<file path="src/rtl/tcdm_pkg.sv">
// Shared constants for TCDM target-side blocks.
//   LfsrWidth/LfsrTapA/LfsrTapB : throttle LFSR geometry (x^9 + x^5 + 1)
//   CntWidth/CntMax             : statistics counter width and saturation value
//   sat_inc()                   : saturating +1 for statistics counters
package tcdm_pkg;

  localparam int unsigned LfsrWidth = 9;
  localparam int unsigned LfsrTapA  = 8;
  localparam int unsigned LfsrTapB  = 4;

  localparam int unsigned CntWidth  = 32;
  localparam logic [CntWidth-1:0] CntMax = {CntWidth{1'b1}};

  function automatic logic [CntWidth-1:0] sat_inc(input logic [CntWidth-1:0] v);
    return (v == CntMax) ? v : v + 1'b1;
  endfunction

endpackage

</file>
<file path="src/rtl/tcdm_lfsr.sv">
// Fibonacci LFSR, shifts toward the MSB with the feedback bit entering at bit 0.
//   clk_i, rst_ni : clock, asynchronous active-low reset (state <= Seed)
//   en_i          : advance one step this cycle
//   state_o       : current LFSR state
module tcdm_lfsr #(
  parameter int unsigned        Width = 9,
  parameter logic [Width-1:0]   Seed  = '1,
  parameter int unsigned        TapA  = 8,
  parameter int unsigned        TapB  = 4
) (
  input  logic             clk_i,
  input  logic             rst_ni,
  input  logic             en_i,
  output logic [Width-1:0] state_o
);

  // An all-zero state is a lock-up state for XOR feedback.
  if (Seed == '0) begin : g_seed_chk
    $error("tcdm_lfsr: Seed must be non-zero");
  end

  logic [Width-1:0] lfsr_q, lfsr_d;

  always_comb begin
    lfsr_d = lfsr_q;
    if (en_i) lfsr_d = {lfsr_q[Width-2:0], lfsr_q[TapA] ^ lfsr_q[TapB]};
  end

  always_ff @(posedge clk_i or negedge rst_ni) begin
    if (!rst_ni) lfsr_q <= Seed;
    else         lfsr_q <= lfsr_d;
  end

  assign state_o = lfsr_q;

endmodule

</file>
<file path="src/rtl/tcdm_bank_responder.sv">
// TCDM target endpoint: single-port, word-addressed, byte-maskable memory.
// Grants combinationally, returns read data one cycle after grant, optionally
// throttles grants with an LFSR, and exports saturating statistics counters.
//   clk_i, rst_ni        : clock, asynchronous active-low reset
//   req_i / gnt_o        : request valid / combinational grant
//   add_i, wen_i, be_i   : word address, write enable, byte enables
//   wdata_i / rdata_o    : write data / registered read data
//   clr_cnt_i            : synchronous counter clear (wins over increment)
//   rd_cnt_o, wr_cnt_o   : granted reads / writes
//   stall_cnt_o          : cycles with req_i high and no grant
module tcdm_bank_responder
  import tcdm_pkg::*;
#(
  parameter int unsigned          AddWidth  = 4,
  parameter int unsigned          DataWidth = 32,
  localparam int unsigned         BeWidth   = DataWidth / 8,
  parameter int unsigned          StallMode = 0,
  parameter logic [LfsrWidth-1:0] LfsrSeed  = 9'h1FF
) (
  input  logic                 clk_i,
  input  logic                 rst_ni,
  input  logic                 req_i,
  output logic                 gnt_o,
  input  logic [AddWidth-1:0]  add_i,
  input  logic                 wen_i,
  input  logic [BeWidth-1:0]   be_i,
  input  logic [DataWidth-1:0] wdata_i,
  output logic [DataWidth-1:0] rdata_o,
  input  logic                 clr_cnt_i,
  output logic [CntWidth-1:0]  rd_cnt_o,
  output logic [CntWidth-1:0]  wr_cnt_o,
  output logic [CntWidth-1:0]  stall_cnt_o
);

  localparam int unsigned Depth = 2 ** AddWidth;

  if ((DataWidth % 8) != 0) begin : g_dw_chk
    $error("tcdm_bank_responder: DataWidth must be a multiple of 8");
  end

  // ---------------------------------------------------------------- grant
  logic [LfsrWidth-1:0] lfsr_q;
  logic                 stall, acc, rd_acc, wr_acc, stall_ev;

  // LFSR steps on every requesting cycle regardless of StallMode, so the
  // stall sequence depends only on request history.
  tcdm_lfsr #(
    .Width (LfsrWidth),
    .Seed  (LfsrSeed),
    .TapA  (LfsrTapA),
    .TapB  (LfsrTapB)
  ) i_lfsr (
    .clk_i   (clk_i),
    .rst_ni  (rst_ni),
    .en_i    (req_i),
    .state_o (lfsr_q)
  );

  // Only bit 0 drives the throttle; the rest is LFSR state.
  logic unused_lfsr;
  assign unused_lfsr = ^lfsr_q[LfsrWidth-1:1];

  assign stall    = (StallMode != 0) ? lfsr_q[0] : 1'b0;
  assign gnt_o    = req_i & ~stall;
  assign acc      = req_i & gnt_o;
  assign rd_acc   = acc & ~wen_i;
  assign wr_acc   = acc &  wen_i;
  assign stall_ev = req_i & ~gnt_o;

  // --------------------------------------------------------------- memory
  logic [DataWidth-1:0] mem_q [Depth];
  logic [DataWidth-1:0] rdata_q, rdata_d;

  always_ff @(posedge clk_i or negedge rst_ni) begin
    if (!rst_ni) begin
      for (int i = 0; i < Depth; i++) mem_q[i] <= '0;
    end else if (wr_acc) begin
      for (int b = 0; b < BeWidth; b++) begin
        if (be_i[b]) mem_q[add_i][8*b +: 8] <= wdata_i[8*b +: 8];
      end
    end
  end

  // Read data is held until the next accepted read.
  always_comb begin
    rdata_d = rdata_q;
    if (rd_acc) rdata_d = mem_q[add_i];
  end

  always_ff @(posedge clk_i or negedge rst_ni) begin
    if (!rst_ni) rdata_q <= '0;
    else         rdata_q <= rdata_d;
  end

  assign rdata_o = rdata_q;

  // ----------------------------------------------------------- statistics
  logic [CntWidth-1:0] rd_cnt_q, rd_cnt_d;
  logic [CntWidth-1:0] wr_cnt_q, wr_cnt_d;
  logic [CntWidth-1:0] stall_cnt_q, stall_cnt_d;

  always_comb begin
    rd_cnt_d    = rd_cnt_q;
    wr_cnt_d    = wr_cnt_q;
    stall_cnt_d = stall_cnt_q;
    if (clr_cnt_i) begin
      rd_cnt_d    = '0;
      wr_cnt_d    = '0;
      stall_cnt_d = '0;
    end else begin
      if (rd_acc)   rd_cnt_d    = sat_inc(rd_cnt_q);
      if (wr_acc)   wr_cnt_d    = sat_inc(wr_cnt_q);
      if (stall_ev) stall_cnt_d = sat_inc(stall_cnt_q);
    end
  end

  always_ff @(posedge clk_i or negedge rst_ni) begin
    if (!rst_ni) begin
      rd_cnt_q    <= '0;
      wr_cnt_q    <= '0;
      stall_cnt_q <= '0;
    end else begin
      rd_cnt_q    <= rd_cnt_d;
      wr_cnt_q    <= wr_cnt_d;
      stall_cnt_q <= stall_cnt_d;
    end
  end

  assign rd_cnt_o    = rd_cnt_q;
  assign wr_cnt_o    = wr_cnt_q;
  assign stall_cnt_o = stall_cnt_q;

endmodule
</file>
<file path="config.mk">
export PLATFORM = sky130hd
export DESIGN_NAME = tcdm_bank_responder
export DESIGN_NICKNAME = d
export VERILOG_FILES = /design/src/rtl/tcdm_pkg.sv /design/src/rtl/tcdm_lfsr.sv /design/src/rtl/tcdm_bank_responder.sv
export SDC_FILE = /design/constraint.sdc
export NUM_CORES = 1
export LEC_CHECK = 0
export BUFFER_PORTS_ARGS = -buffer_cell sky130_fd_sc_hd__buf_4
export CORE_MARGIN = 2
export CORE_UTILIZATION = 61
export CTS_CLUSTER_SIZE = 40
export DETAILED_ROUTE_END_ITERATION = 6
export GPL_TIMING_DRIVEN = 1
export HOLD_SLACK_MARGIN = 0.06
export PLACE_DENSITY = 0.8
export SETUP_SLACK_MARGIN = 0.4
export SLEW_MARGIN = 20
export SYNTH_ARGS = -nofsm -noshare
export SYNTH_HDL_FRONTEND = slang
export SYNTH_HIERARCHICAL = 1
export SYNTH_SLANG_ARGS = --single-unit
</file>
<file path="constraint.sdc">
create_clock -name clk_i -period 2.6 [get_ports clk_i]
set_input_delay 0.52 -clock clk_i [delete_from_list [all_inputs] [get_ports clk_i]]
set_output_delay 0.52 -clock clk_i [all_outputs]
set_load 0.03 [all_outputs]
</file>
* Word level (Yosys, flattened, before mapping)
Cells that the tools add are included.
Word-level totals: register bits 608, input port bits 45, output and inout bits 129, word-level logic and storage cells 64
Operators by class: $add $sub $neg 2, order comparisons 2, equal/unequal tests 4, multiplexer cells 28, bitwise gates (word level) 4, reductions and logical operators 5
Operator list (number):
- 512-bit 2-to-1 mux | 7
- 512-bit bitwise mux | 4
- 32-bit demux with 4-bit select | 4
- 32-bit 2-to-1 mux | 9
- 32-bit binary-select mux with 4-bit select | 1
- 32-bit by 1-bit adder with 32-bit output, second input constant | 2
- 32-bit == test, second input constant | 2
- 24-bit 2-to-1 mux | 1
- 16-bit 2-to-1 mux | 1
- 8-bit 2-to-1 mux | 1
- 5-bit greater-or-equal comparator, second input constant | 1
- 5-bit by 1-bit less-than comparator with 1-bit output, second input constant | 1
- 4-bit inverter with 5-bit output | 1
- 2-bit inequality test, second input constant | 2
- 2-bit AND reduction | 2
- 2-bit nonzero test | 2
- 1-bit AND | 2
- 1-bit logical AND | 1
- 1-bit inverter | 1

* Longest topological paths before layout
depth after elaboration 16, mapped depth 7, depth with buffers taken out 6

* Worst setup path before layout
No wires, ideal clock.
path type input to register, start point in add_i[0], end point reg rdata_q[10] (netlist: rdata_o[10]), library setup time 126 ps, arrival time 2320 ps, required time 2474 ps, slack 154 ps, stages 5, buffers on the path 2, cell sequence buf_2 buf_1 mux4_2 mux2_2 a221o_1
Between the ends: cells in the longest elaborated chain, start to end 4
Ends and longest elaborated chain:
- start: declaration | line tcdm_bank_responder.sv:24 | input logic [AddWidth-1:0] add_i,
- 4-bit inverter with 5-bit output (implied by the code) | line tcdm_bank_responder.sv:87 | if (rd_acc) rdata_d = mem_q[add_i];
- 32-bit binary-select mux with 4-bit select | line tcdm_bank_responder.sv:87
- 32-bit 2-to-1 mux (implied by the code) (2 in a row) | line tcdm_bank_responder.sv:87
- end signal: assignment | line tcdm_bank_responder.sv:92 | else rdata_q <= rdata_d;
- end: declaration | line tcdm_bank_responder.sv:72 | logic [DataWidth-1:0] rdata_q, rdata_d;
No other way between the ends. The select of a mux whose other input is x is not followed. A chain may end at the register's enable or synchronous reset.

* Worst setup path after layout
start point reg wr_cnt_q[16] (netlist: wr_cnt_o[16]), end point reg wr_cnt_q[4] (netlist: wr_cnt_o[4])
Between the ends: cells in the longest elaborated chain, start to end 3
Ends and longest elaborated chain:
- start: declaration | line tcdm_bank_responder.sv:99 | logic [CntWidth-1:0] wr_cnt_q, wr_cnt_d;
- start signal: assignment | line tcdm_bank_responder.sv:124 | wr_cnt_q <= wr_cnt_d;
- 32-bit == test | line tcdm_pkg.sv:15 | return (v == CntMax) ? v : v + 1'b1;
- 2-bit inequality test (no source line)
- 2-bit AND reduction (no source line)
No other way between the ends.

==> results_dict.tcl <==
set metrics [dict create \
    multi_input_area_um2 12300 \
    final.fill_count 2949 \
    core_um2 45400 \
    layout.nets 2159 \
    layout_overhead_on_the_synthesized_area_pct 15.4 \
    irDropWorstVdd_uv 544 \
    number_of_h_tree_levels 2 \
    finalSetupTns_ps 0 \
    worst_slew_margin 0.448 \
    gr-total-overflow 0 \
    outcome "completed" \
    final_clock_skew_ps 12.0 \
    startpoint_type "flip-flop" \
    vias_per_cell 6.39 \
    final_min_period_over_clock_period 0.835 \
    synth_top_area_cells "sky130_fd_sc_hd__dfrtp_1 54%, sky130_fd_sc_hd__mux2_2 22%, sky130_fd_sc_hd__mux4_2 10%" \
    die-area_um2 47700 \
    first_global_vias 18572 \
    sequential_area_um2 15200 \
    clock_tree.root_cell "sky130_fd_sc_hd__clkbuf_16" \
    synth_largest_area_cell "sky130_fd_sc_hd__dfrtp_1" \
    synthesis.yosys.warnings 6 \
    latest_clock_arrival_within_the_worst_skew_pair_ps 620 \
    floorplan.rows 78 \
    post_place_cell_area_um2 30200 \
    detailedPlacementHpwl_mm 41.5 \
    drv.max_cap_violation_count 0 \
    cts_made_buffers 60 \
    layout.cell_area.non_filler_um2 32300 \
    yosysSeqAreaShare 0.543 \
    fin_hold_ws_ps 276 \
    firstDrtPassIters 5 \
    grt_first_pass_wirelength_mm 105 \
    antenna_cells 0 \
    critPathRequiredTime_ps 3100 \
    drc 0 \
    final-max-slew-violation-count 0 \
    cp-end-kind "flip-flop" \
    proportion_of_layout_cells_with_a_drive_suffix_above_1 0.493 \
    grt_use_total 0.284 \
    synth_enable_flop_cells 0 \
    cts_tree "yes" \
    grt_antenna_before_repair 0 \
    setup-violations-final 0 \
    globalplace.congestion 0.859 \
    timing_worst_setup_path_type "flip-flop to flip-flop" \
    worst_slew_pin_slew_ps 821 \
    post_synth_instance_area_um2 28000 \
    totalWireLength_mm 66.0 \
    synth_commonest_cells "608 x sky130_fd_sc_hd__dfrtp_1, 553 x sky130_fd_sc_hd__mux2_2, 128 x sky130_fd_sc_hd__mux4_2" \
    worst_hold_path_type "input port to flip-flop" \
    ant_nets 0 \
    hold_violations 0 \
    dieWidth_um 218 \
    synth_async_sr_flop_share 1.00 \
    crit_path_max_fanout 7 \
    grt_start_max_net_pins 107 \
    power.leakage_nw 15.0 \
    cts_sinks 608 \
    synth.ff_latch_count 608 \
    rsz0062_at_grt "yes" \
    drt_first_iter_violations 1405 \
    die_y_um 218 \
    clk_pin_slew_ps 60 \
    time_the_worst_path_needs_with_i_o_delays_and_setup_ps 2170 \
    syn_area_cell_um2 14.5 \
    netlist.area_leader.share 0.543 \
    routedWlPerCell_um 23.9 \
    synth.lib_cells_used.distinct 49 \
    synthFlopType "sky130_fd_sc_hd__dfrtp_1" \
    synth.most_common_cell "sky130_fd_sc_hd__dfrtp_1" \
    worst_ep_arrival_time_ps 2670 \
    floorplan.initialDensity 0.618 \
    ios 174 \
    highest_clock_rate_mhz 461 \
    dr_total_vias 17610 \
    numPortBuffers 141 \
    power_density_nw_per_um2 707 \
    netlist_instances 1931 \
    clockBufferDepth 3 \
]
cells in the final DEF (no fill, tap or decap), types with 20 or more instances in the layout:
master,netlist,final
sky130_fd_sc_hd__a21oi_1,34,33
sky130_fd_sc_hd__a221o_1,32,32
sky130_fd_sc_hd__buf_12,0,22
sky130_fd_sc_hd__buf_4,33,206
sky130_fd_sc_hd__clkbuf_16,0,61
sky130_fd_sc_hd__conb_1,1,32
sky130_fd_sc_hd__dfrtp_1,608,584
sky130_fd_sc_hd__dfrtp_2,0,24
sky130_fd_sc_hd__mux2_2,553,553
sky130_fd_sc_hd__mux2i_1,34,34
sky130_fd_sc_hd__mux4_2,128,128
sky130_fd_sc_hd__nand2_1,71,71
sky130_fd_sc_hd__nand3_1,23,22
sky130_fd_sc_hd__nand4_1,20,20
sky130_fd_sc_hd__nor2_1,63,58
sky130_fd_sc_hd__nor3_1,44,43
sky130_fd_sc_hd__o21ai_0,23,23
path summary, 6_finish.rpt:
path	start	to	slack, ps	depth (start not counted)
setup reg to reg	wr_cnt_o[16]	wr_cnt_o[4]	430	6
hold / removal	wdata_i[25]	mem_q[185]	280	2
min in group asynchronous	rst_ni	rd_cnt_o[29]	420	2
max in group asynchronous	rst_ni	mem_q[128]	1270	3
setup / recovery	wr_cnt_o[16]	wr_cnt_o[4]	430	6
hold reg to reg	mem_q[397]	mem_q[397]	500	1
cells by family after synthesis:
kind of cell	after synthesis	share of synthesized area
multiplexers	715	0.337
flip-flops	608	0.543
AND/OR/NAND/NOR	318	0.0583
adder cells (fa/ha/maj)	2	0.000892
other	1	0.000134
AO/OA/AOI/OAI	117	0.0298
buffers and inverters	152	0.0256
XOR/XNOR	18	0.00562
flip-flops by register name (all words and copies together), names as in the netlist:
signal,count
rdata_o,32
mem_q,512
wr_cnt_o,32
rd_cnt_o,32
final cells by class:
class / instances / area share
repair buffers: 232 / 0.0630
clock inverters: 15 / 0.00429
flip-flops and latches: 608 / 0.471
well taps: 600 / 0.0232
inverters: 8 / 0.000928
clock buffers: 92 / 0.0554
multi-input cells: 1202 / 0.382
through the flow:
step / utilization / instances / total power (W) / setup slack [ps]
5_1_grt: 0.713 / 2757 / 0.0238 / 368
3_3_place_gp: 0.666 / 2636 / 0.0143 / 88.1
6_report: 0.713 / 2757 / 0.0229 / 429
2_1_floorplan: - / 1962 / 0.0134 / 331
4_1_cts: 0.710 / 2747 / 0.0230 / 383
3_5_place_dp: 0.666 / 2636 / 0.0145 / -6.78
per-layer routing:
metal	routed length, um	GRT usage	share of wire
met5	0	0	0
met4	2100	0.103	0.032
met3	4110	0.0484	0.062
met2	32600	0.468	0.49
met1	27100	0.383	0.41
critical path, stage by stage, from the launching register on:
cell and delay [ps]:
sky130_fd_sc_hd__dfrtp_2 420, sky130_fd_sc_hd__nand4_1 180, sky130_fd_sc_hd__buf_4 200, sky130_fd_sc_hd__or4_4 460, sky130_fd_sc_hd__o31a_1 340, sky130_fd_sc_hd__nand4_1 140
sky130_fd_sc_hd__mux2_2 340
timing repair:
action,in CTS,in global routing
resized for setup,2,11
pin swaps,1,5
setup endpoints to repair,13,22
setup buffers,3,10
hold endpoints to repair,34,0
hold buffers,1,0
power by group:
part / internal (W) / total [W] / switching [W]
clock: 0.00491 / 0.00850 / 0.00359
sequential: 0.0106 / 0.0112 / 0.000613
combinational: 0.00173 / 0.00312 / 0.00138
total: 0.0173 / 0.0229 / 0.00558
(Power assumes the default switching activity.)
